`src/rtl/zone_pkg.sv`:
```
// Shared types and constants for the zone command sequencer.
package zone_pkg;

  localparam int ZONE_W       = 3;
  localparam int ZONE_COLS    = 4;
  localparam int ZONE_ROWS    = 2;
  localparam int ZONE_ROW_BIT = 2;
  localparam int STAB_W       = 4;
  localparam logic [STAB_W-1:0] STAB_MAX = 4'd15;

  typedef logic [ZONE_W-1:0] zone_t;

  typedef enum logic [2:0] {
    ST_IDLE      = 3'd0,
    ST_TRACK     = 3'd1,
    ST_ISSUE     = 3'd2,
    ST_WAIT_DONE = 3'd3,
    ST_HOLDOFF   = 3'd4
  } state_t;

  // States in which a move is outstanding or settling.
  function automatic logic state_busy(input state_t s);
    return (s == ST_ISSUE) || (s == ST_WAIT_DONE) || (s == ST_HOLDOFF);
  endfunction

endpackage

```
`src/rtl/frame_debounce.sv`:
```
// Tracks a per-frame classification value and pulses when it has been
// identical for THRESH consecutive accepted samples.
module frame_debounce
  import zone_pkg::*;
#(
  parameter int THRESH = 4
) (
  input  logic  clk,
  input  logic  rst,
  input  logic  clr,        // drop the count (no evaluation this cycle)
  input  logic  restart,    // next good sample starts a fresh run
  input  logic  sample,     // one pulse per frame
  input  logic  sample_ok,  // frame qualifies for tracking
  input  zone_t value,
  output zone_t cand_nxt,   // candidate after this sample
  output logic  stable      // run length reaches THRESH on this sample
);

  localparam logic [STAB_W-1:0] THRESH_C = STAB_W'(THRESH);

  zone_t             cand_q, cand_d;
  logic [STAB_W-1:0] cnt_q, cnt_d;
  logic              load;

  // Next candidate / run length; saturates so a long run never wraps into a new pulse.
  always_comb begin
    cand_d = cand_q;
    cnt_d  = cnt_q;
    load   = 1'b0;
    if (clr) begin
      cnt_d = '0;
    end else if (sample) begin
      if (!sample_ok) begin
        cnt_d = '0;
      end else if (!restart && (value == cand_q)) begin
        cnt_d = (cnt_q == STAB_MAX) ? cnt_q : cnt_q + 1'b1;
      end else begin
        cand_d = value;
        cnt_d  = 4'd1;
        load   = 1'b1;
      end
    end
    stable   = sample && sample_ok && !clr && (cnt_d == THRESH_C) &&
               (load || (cnt_d != cnt_q));
    cand_nxt = cand_d;
  end

  // Candidate and run-length registers.
  always_ff @(posedge clk or posedge rst) begin
    if (rst) begin
      cand_q <= '0;
      cnt_q  <= '0;
    end else begin
      cand_q <= cand_d;
      cnt_q  <= cnt_d;
    end
  end

endmodule

```
`src/rtl/zone_cmd_sequencer.sv`:
```
// Debounces classifier zones, issues one arm move per stable zone, then waits
// for completion (with timeout) and a frame hold-off before tracking again.
module zone_cmd_sequencer
  import zone_pkg::*;
#(
  parameter int STABLE_FRAMES  = 4,
  parameter int HOLDOFF_FRAMES = 8,
  parameter int TIMEOUT_CYCLES = 50000000,
  parameter int TO_W           = 26
) (
  input  logic        clk,
  input  logic        rst,
  input  logic        enable,
  input  logic [2:0]  zone_in,
  input  logic        zone_vld,
  input  logic        blob_present,
  output logic        cmd_valid,
  output logic [2:0]  cmd_zone,
  input  logic        cmd_ready,
  input  logic        arm_done,
  input  logic        err_clr,
  output logic        timeout_err,
  output logic [2:0]  last_zone,
  output logic        last_vld,
  output logic        busy,
  output logic [2:0]  state_dbg
);

  localparam logic [TO_W-1:0] TO_LAST   = TO_W'(TIMEOUT_CYCLES - 1);
  localparam logic [7:0]      HOLD_LAST = 8'(HOLDOFF_FRAMES);

  state_t          state_q, state_d;
  logic            cmd_valid_q, cmd_valid_d;
  zone_t           cmd_zone_q, cmd_zone_d;
  logic            err_q, err_d;
  zone_t           last_zone_q, last_zone_d;
  logic            last_vld_q, last_vld_d;
  logic            busy_q, busy_d;
  logic [TO_W-1:0] to_cnt_q, to_cnt_d;
  logic [7:0]      hold_cnt_q, hold_cnt_d;

  logic  db_clr, db_restart, stable;
  zone_t cand_nxt;

  // Debounce only runs in IDLE/TRACK; leaving TRACK on enable-low forgets the run.
  assign db_clr     = !((state_q == ST_IDLE) || (state_q == ST_TRACK)) ||
                      ((state_q == ST_TRACK) && !enable);
  assign db_restart = (state_q == ST_IDLE);

  frame_debounce #(.THRESH(STABLE_FRAMES)) u_debounce (
    .clk       (clk),
    .rst       (rst),
    .clr       (db_clr),
    .restart   (db_restart),
    .sample    (zone_vld),
    .sample_ok (blob_present & enable),
    .value     (zone_in),
    .cand_nxt  (cand_nxt),
    .stable    (stable)
  );

  // Next-state and registered-output computation for the sequencing FSM.
  always_comb begin
    state_d     = state_q;
    cmd_valid_d = cmd_valid_q;
    cmd_zone_d  = cmd_zone_q;
    err_d       = err_q;
    last_zone_d = last_zone_q;
    last_vld_d  = last_vld_q;
    to_cnt_d    = to_cnt_q;
    hold_cnt_d  = hold_cnt_q;
    if (err_clr) err_d = 1'b0;
    case (state_q)
      ST_IDLE: begin
        if (zone_vld && blob_present && enable) begin
          if (stable) begin
            state_d     = ST_ISSUE;
            cmd_valid_d = 1'b1;
            cmd_zone_d  = cand_nxt;
          end else begin
            state_d = ST_TRACK;
          end
        end
      end
      ST_TRACK: begin
        if (!enable) begin
          state_d = ST_IDLE;
        end else if (zone_vld) begin
          if (!blob_present) begin
            state_d = ST_IDLE;
          end else if (stable && !(last_vld_q && (cand_nxt == last_zone_q))) begin
            state_d     = ST_ISSUE;
            cmd_valid_d = 1'b1;
            cmd_zone_d  = cand_nxt;
          end
        end
      end
      ST_ISSUE: begin
        if (cmd_valid_q && cmd_ready) begin
          cmd_valid_d = 1'b0;
          last_zone_d = cmd_zone_q;
          last_vld_d  = 1'b1;
          to_cnt_d    = '0;
          state_d     = ST_WAIT_DONE;
        end
      end
      ST_WAIT_DONE: begin
        if (arm_done) begin
          hold_cnt_d = '0;
          state_d    = ST_HOLDOFF;
        end else if (to_cnt_q == TO_LAST) begin
          err_d      = 1'b1;
          hold_cnt_d = '0;
          state_d    = ST_HOLDOFF;
        end else begin
          to_cnt_d = to_cnt_q + 1'b1;
        end
      end
      ST_HOLDOFF: begin
        if (hold_cnt_q == HOLD_LAST) begin
          state_d = ST_IDLE;
        end else if (zone_vld) begin
          hold_cnt_d = hold_cnt_q + 1'b1;
        end
      end
      default: state_d = ST_IDLE;
    endcase
    busy_d = state_busy(state_d);
  end

  // State and output registers; reset drops any offered command immediately.
  always_ff @(posedge clk or posedge rst) begin
    if (rst) begin
      state_q     <= ST_IDLE;
      cmd_valid_q <= 1'b0;
      cmd_zone_q  <= '0;
      err_q       <= 1'b0;
      last_zone_q <= '0;
      last_vld_q  <= 1'b0;
      busy_q      <= 1'b0;
      to_cnt_q    <= '0;
      hold_cnt_q  <= '0;
    end else begin
      state_q     <= state_d;
      cmd_valid_q <= cmd_valid_d;
      cmd_zone_q  <= cmd_zone_d;
      err_q       <= err_d;
      last_zone_q <= last_zone_d;
      last_vld_q  <= last_vld_d;
      busy_q      <= busy_d;
      to_cnt_q    <= to_cnt_d;
      hold_cnt_q  <= hold_cnt_d;
    end
  end

  assign cmd_valid   = cmd_valid_q;
  assign cmd_zone    = cmd_zone_q;
  assign timeout_err = err_q;
  assign last_zone   = last_zone_q;
  assign last_vld    = last_vld_q;
  assign busy        = busy_q;
  assign state_dbg   = state_q;

endmodule

```
`config.mk`:
```
export PLATFORM = sky130hd
export DESIGN_NAME = zone_cmd_sequencer
export DESIGN_NICKNAME = d
export VERILOG_FILES = /design/src/rtl/zone_pkg.sv /design/src/rtl/frame_debounce.sv /design/src/rtl/zone_cmd_sequencer.sv
export SDC_FILE = /design/constraint.sdc
export NUM_CORES = 1
export LEC_CHECK = 0
export CAP_MARGIN = 20
export CORE_MARGIN = 1
export CORE_UTILIZATION = 60
export CTS_BUF_LIST = sky130_fd_sc_hd__clkbuf_8
export CTS_CLUSTER_SIZE = 16
export DETAILED_ROUTE_END_ITERATION = 7
export HOLD_SLACK_MARGIN = 0.03
export PLACE_DENSITY = 0.83
export SLEW_MARGIN = 25
export SYNTH_ARGS = -nofsm -noshare
export SYNTH_HDL_FRONTEND = slang
export SYNTH_SLANG_ARGS = --single-unit
```
`constraint.sdc`:
```
create_clock -name clk -period 3 [get_ports clk]
set_clock_uncertainty 0.2 [all_clocks]
set_input_delay 0.6 -clock clk [delete_from_list [all_inputs] [get_ports clk]]
set_output_delay 0.6 -clock clk [all_outputs]
set_load 0.02 [all_outputs]
```
### Word level (Yosys, flattened, before mapping)

Cells that the tools add are included.

| word-level totals | value |
|---|---|
| logic and storage cells | 124 |
| memories | 0 |
| bits in read-only memories | 0 |
| latch bits | 0 |
| bits in writable memories | 0 |
| register bits after elaboration | 54 |
| input port bits | 11 |

| operators by class | value |
|---|---|
| eq/ne operators | 26 |
| magnitude comparators | 0 |
| div/mod/pow operators | 0 |
| multiply operators | 0 |
| add/subtract/negate cells | 3 |
| reductions and logical operators | 31 |
| muxes and demuxes | 52 |
| shift operators | 0 |
| bitwise operators | 1 |

Operators by type and width:

| operator | number |
|---|---|
| $mux W26 | 3 |
| $mux W3 | 19 |
| $pmux W26 S2 | 1 |
| $mux W8 | 4 |
| $add A26 B1 Y26 const B | 1 |
| $eq A26 B26 Y1 const B | 1 |
| $mux W4 | 5 |
| $ne A2 B2 Y1 const B | 10 |
| $pmux W8 S2 | 1 |
| $mux W1 | 15 |
| $pmux W3 S5 | 1 |
| $eq A3 B2 Y1 const B | 4 |
| $logic_and A1 B1 Y1 | 11 |
| $add A8 B1 Y8 const B | 1 |
| $eq A8 B4 Y1 const B | 1 |
| $reduce_and A4 Y1 | 2 |
| $reduce_and A8 Y1 | 1 |
| $reduce_and A7 Y1 | 1 |
| $eq A3 B3 Y1 | 2 |
| $eq A3 B3 Y1 const B | 2 |
| $pmux W3 S2 | 1 |
| $reduce_bool A2 Y1 | 3 |
| $logic_not A1 Y1 | 5 |
| $logic_or A1 B1 Y1 | 5 |
| other kinds (13) | 13 |

### Longest topological paths before layout

| logic depth | value |
|---|---|
| word-level depth | 19 |
| depth in mapped cells | 8 |
| mapped depth without buffers | 7 |

### Modules after synthesis

A second synthesis with hierarchy kept.

| unflattened totals | value |
|---|---|
| cells, all modules | 314 |
| area total of the unflattened synthesis | 3009.1 um2 |

Modules (own cells, without submodules):

| module | area an instance (um2) | cells each | instances |
|---|---|---|---|
| zone_cmd_sequencer | 2576.2 | 271 | 1 |
| frame_debounce | 432.9 | 43 | 1 |

### Worst setup path before layout

No wires, ideal clock.

| timing | value |
|---|---|
| path kind | input to register |
| start point | input port zone_in[2] |
| end point | register cmd_zone_q[0], in the netlist cmd_zone[0] |
| stages | 6 |
| data arrival time | 2.428 ns |
| buffers on the path | 0 |
| setup slack | 0.247 ns |
| data required time | 2.675 ns |
| setup time | 0.125 ns |
| path through | xor2_1 > or4_4 > a211o_1 > a21oi_2 > nor4b_4 > mux2_2 |

| between the ends | value |
|---|---|
| word-level cells in the longest chain between the ends | 12 |
| elaborated cells on any way between the ends | 33 |
| those cells by class | eq/ne: 6; mux: 19; reduce/logical: 8 |

Ends and longest elaborated chain:

| item | RTL line | RTL |
|---|---|---|
| start, declared | zone_cmd_sequencer.sv:14 | `input logic [2:0] zone_in,` |
| $eq A3 B3 Y1 * | frame_debounce.sv:35 | `end else if (!restart && (value == cand_q)) begin` |
| $logic_and A1 B1 Y1 * | frame_debounce.sv:35 |  |
| $mux W4 * | frame_debounce.sv:35 |  |
| $mux W4 * | frame_debounce.sv:33 | `if (!sample_ok) begin` |
| $mux W4 * | frame_debounce.sv:32 | `end else if (sample) begin` |
| $mux W4 * | frame_debounce.sv:30 | `if (clr) begin` |
| net u_debounce.cnt_d[2] | frame_debounce.sv:22 | `logic [STAB_W-1:0] cnt_q, cnt_d;` |
| $eq A4 B3 Y1 / $ne A4 B4 Y1 (equally long branches) | frame_debounce.sv:43, frame_debounce.sv:44 |  |
| $logic_and A1 B1 Y1 / $logic_or A1 B1 Y1 (equally long branches) | frame_debounce.sv:43, frame_debounce.sv:44 |  |
| $logic_and A1 B1 Y1 * | frame_debounce.sv:43 | `stable = sample && sample_ok && !clr && (cnt_d == THRESH_C) &&` |
| $logic_and A1 B1 Y1 | zone_cmd_sequencer.sv:91 | `end else if (stable && !(last_vld_q && (cand_nxt == last_zone_q))) begin` |
| $ne A2 B1 Y1 (no source line) | -- |  |
| $reduce_and A7 Y1 (no source line) * | -- |  |
| end signal, assigned | zone_cmd_sequencer.sv:146 | `cmd_zone_q <= cmd_zone_d;` |
| end, declared | zone_cmd_sequencer.sv:34 | `zone_t cmd_zone_q, cmd_zone_d;` |

The timed path passes the listed nets; every way through them passes the cells marked *. The select of a mux whose other input is x is not followed.
A chain may end at the register's enable or synchronous reset.

### Worst setup path in the final report

| timing | value |
|---|---|
| start point | input port zone_in[2] |
| end point | register cmd_zone_q[2], in the netlist cmd_zone[2] |

Same word-level chain as after synthesis.

==> impl_metrics.env <==
export IMPL_fin_area_mm2=0.00339
export IMPL_grt_max_degree=45
export IMPL_clockRootBuffer="clkbuf_8"
export IMPL_postSynthAreaPerCell_um2=9.50
export IMPL_violations="DRC"
export IMPL_numClockSinks=54
export IMPL_fin_crit_ns=2.98
export IMPL_slew_headroom_pct=57.5
export IMPL_fin_cells=397
export IMPL_worst_path_buf_inv=3
export IMPL_worstPathMaxFanout=5
export IMPL_syn_inst=303
export IMPL_slew_violations=0
export IMPL_synthFlopType="dfrtp_1"
export IMPL_vias=2352
export IMPL_power_leakage_nw=1.53
export IMPL_dpl_cell_area_mm2=0.00329
export IMPL_max_slew_worst_pin_slew_ns=0.636
export IMPL_crit_path_start_kind="primary input"
export IMPL_peakVddDrop_mv=0.293
export IMPL_ant_nets=0
export IMPL_async_reset_ff_share_pct=100
export IMPL_rrSetupSlack_ns=0.31
export IMPL_cts_buffers=5
export IMPL_path_delay_family="simple AND/OR/NAND/NOR gates"
export IMPL_worstPathCellList="clkdlybuf4s50_1, xor2_1, or4_4, buf_4, nor3_1, nor3b_1, nor4b_4, buf_4, mux2_2"
export IMPL_drt_pass1_iter_count=7
export IMPL_setup_ws_ns=0.0219
export IMPL_core_area_mm2=0.00447
export IMPL_die_area_mm2=0.00508
export IMPL_antenna_found_initial=0
export IMPL_setup_tns_ns=0
export IMPL_num_rows=24
export IMPL_hold_ws_ns=0.321
export IMPL_gp_congestion=0.911
export IMPL_hold_viol=0
export IMPL_antenna_cells=0
export IMPL_grt_pass1_wl_mm=10.5
export IMPL_setup_violations=0
export IMPL_synth_cell_type_count=47
export IMPL_fmax_mhz=336
export IMPL_dp_cells=388
export IMPL_timing_final_crit_share_pct=99.3
export IMPL_syn_nets=318
export IMPL_clk_pin_slew_ns=0.11
export IMPL_cp_required_ns=3.00
export IMPL_ys_seq_area_share_pct=46.9
export IMPL_status="finished with violations"
export IMPL_clock_path_buffers=2
export IMPL_maxCapViolations=0
export IMPL_synth_edf_count=0
export IMPL_worst_setup_path_end_kind="flip-flop"
export IMPL_drtIter0Drc=110
export IMPL_tritoncts="done"
export IMPL_port_buffers=23
export IMPL_hpwl_mm=4.45
export IMPL_yosysWarnings=0
export IMPL_slowest_delay_ns=0.54
export IMPL_drc=3
export IMPL_io_pins=24
export IMPL_area_growth_pct=17.8
export IMPL_cp_common_cell="buf_4"
export IMPL_insertion_delay_ns=0.31
export IMPL_ys_ff_latch=54
export IMPL_track_usage_pct=26.3
export IMPL_start_util_pct=64.3
export IMPL_final_nets=359
export IMPL_die_h_um=71.3
export IMPL_grt_ovfl_total=0
export IMPL_vias_per_cell=5.92
export IMPL_critical_path_class="primary input to flip-flop"
export IMPL_critical_path_arrival_ns=2.98
export IMPL_drive_gt1_share_pct=12.8
export IMPL_synth_area_mm2=0.00288
export IMPL_hp_class="primary input to asynchronous set/reset pin"
export IMPL_dp_slack_ns=-0.313
export IMPL_wirelength_mm=6.04
export IMPL_die_w_um=71.3
export IMPL_pwr_density_cell_mw_per_mm2=419
export IMPL_wl_per_cell_um=15.2
export IMPL_first_global_vias=2393
export IMPL_cts_htree_levels=2
export IMPL_cp_slowest_cell="or4_4"
-- cells by family (layout without fill, tap and decap cells) --
logic type / after synthesis / in the layout / share of synthesized area, %
adders and majority gates: 4 / 4 / 1.74
and+or+nand+nor: 152 / 152 / 28.9
buffers and inverters: 18 / 60 / 2.39
AOI/OAI and AO/OA: 40 / 40 / 8.74
muxes: 8 / 8 / 3.04
DFF: 54 / 54 / 46.9
xor gates and xnor gates: 27 / 27 / 8.21
-- registers in the layout, summed over array words and instances, names as in the netlist --
name / flops
state_dbg: 3
last_zone: 3
cmd_zone: 3
last_vld: 1
cmd_valid: 1
busy: 1
u_debounce.cand_q: 3
to_cnt_q: 26
u_debounce.cnt_q: 4
timeout_err: 1
hold_cnt_q: 8
-- power by group --
group	internal, W	switching [W]
Combinational	0.0000933	0.000102
Sequential	0.000764	0.0000411
Clock	0.000170	0.000253
-- worst reg2reg max path, stage by stage (launching register included) --
cell and delay (ns):
dfrtp_1 0.53, and4bb_2 0.34, and3_1 0.22, or3_1 0.34, a211oi_1 0.39, nor4b_4 0.09, buf_4 0.18, buf_4 0.14
o21ai_0 0.18
-- cell usage after synthesis, types with 2 or more instances --
cell type | count | area share (%)
nand2_1 | 26 | 3.4
o21ai_0 | 17 | 3.0
nand3_1 | 16 | 2.8
a21oi_1 | 4 | 0.70
and3_1 | 7 | 1.5
and4_1 | 4 | 1.2
o22ai_1 | 2 | 0.43
o2111ai_1 | 2 | 0.61
nor4_1 | 6 | 1.3
clkbuf_1 | 6 | 0.78
nor2_1 | 37 | 4.8
nand4_1 | 10 | 2.2
or2_2 | 5 | 1.1
nor2b_1 | 7 | 1.5
or3_1 | 5 | 1.1
nor3_1 | 8 | 1.4
xnor2_1 | 10 | 3.0
nand4b_1 | 4 | 1.2
xor2_1 | 17 | 5.2
nor3b_1 | 2 | 0.52
dfrtp_1 | 54 | 47
nand2b_1 | 5 | 1.1
o31ai_1 | 3 | 0.78
ha_1 | 4 | 1.7
nor4b_1 | 2 | 0.61
a31oi_1 | 2 | 0.43
inv_1 | 11 | 1.4
a21o_1 | 2 | 0.52
mux2i_1 | 2 | 0.70
mux2_2 | 6 | 2.3
-- cells in the final DEF (no fill, tap or decap), drive strengths merged, types with 2 or more instances in the layout --
master	instances
mux2i	2
o21ai	17
nor4	6
ha	4
o2111ai	2
clkbuf	5
nand4	10
or4	2
nor2	37
nand3	16
o31ai	3
and3	7
a21o	2
o22ai	2
or2	5
mux2	6
nor2b	7
clkdlybuf4s50	23
xor2	17
or3	5
inv	13
nor3b	2
xnor2	10
nor3	8
dfrtp	54
buf	18
nand2	26
and4	4
nand2b	5
nand4b	4
a21oi	5
a31oi	2
nor4b	3
-- metal layers --
| layer | track usage [%] | vias up | part of all wire (%) |
|---|---|---|---|
| met3 | 4.92 | 12 | 3.1 |
| met4 | 9.78 | 0 | 1.7 |
| met1 | 32.5 | 1133 | 44 |
| met5 | 0 | - | 0 |
| li1 | - | 1162 | - |
| met2 | 46.1 | 45 | 51 |
-- cell type report --
type,count,area [um^2]
clock buffers,5,68.8
inverters,11,41.3
repair buffers,41,378
well taps,52,65.1
fillers,317,1080
multi-input cells,231,1470
flip-flops and latches,54,1350
clock inverters,3,22.5
-- metrics by stage --
stage	util [%]	power [W]
after global placement	73.5	0.00100
after global routing	75.8	0.00149
after detailed placement	73.5	0.00101
final	75.8	0.00142
after CTS	75.5	0.00143
after floorplan	-	0.000934
-- what timing repair did --
action / in CTS / in global routing
buffers inserted: 0 / 1
setup endpoints to repair: 0 / 4
hold buffers: 0 / 0
gates resized for setup: 0 / 1
-- worst paths after layout --
check,from,to,cells past startpoint
max,zone_in[2],cmd_zone[2],9
min,rst,hold_cnt_q[6],2
max reg2reg,state_dbg[2],state_dbg[0],8
min reg2reg,to_cnt_q[6],to_cnt_q[6],1
max in group asynchronous,rst,to_cnt_q[13],3
min in group clk,to_cnt_q[6],to_cnt_q[6],1
Note: power is estimated with default switching activity, not from simulation.
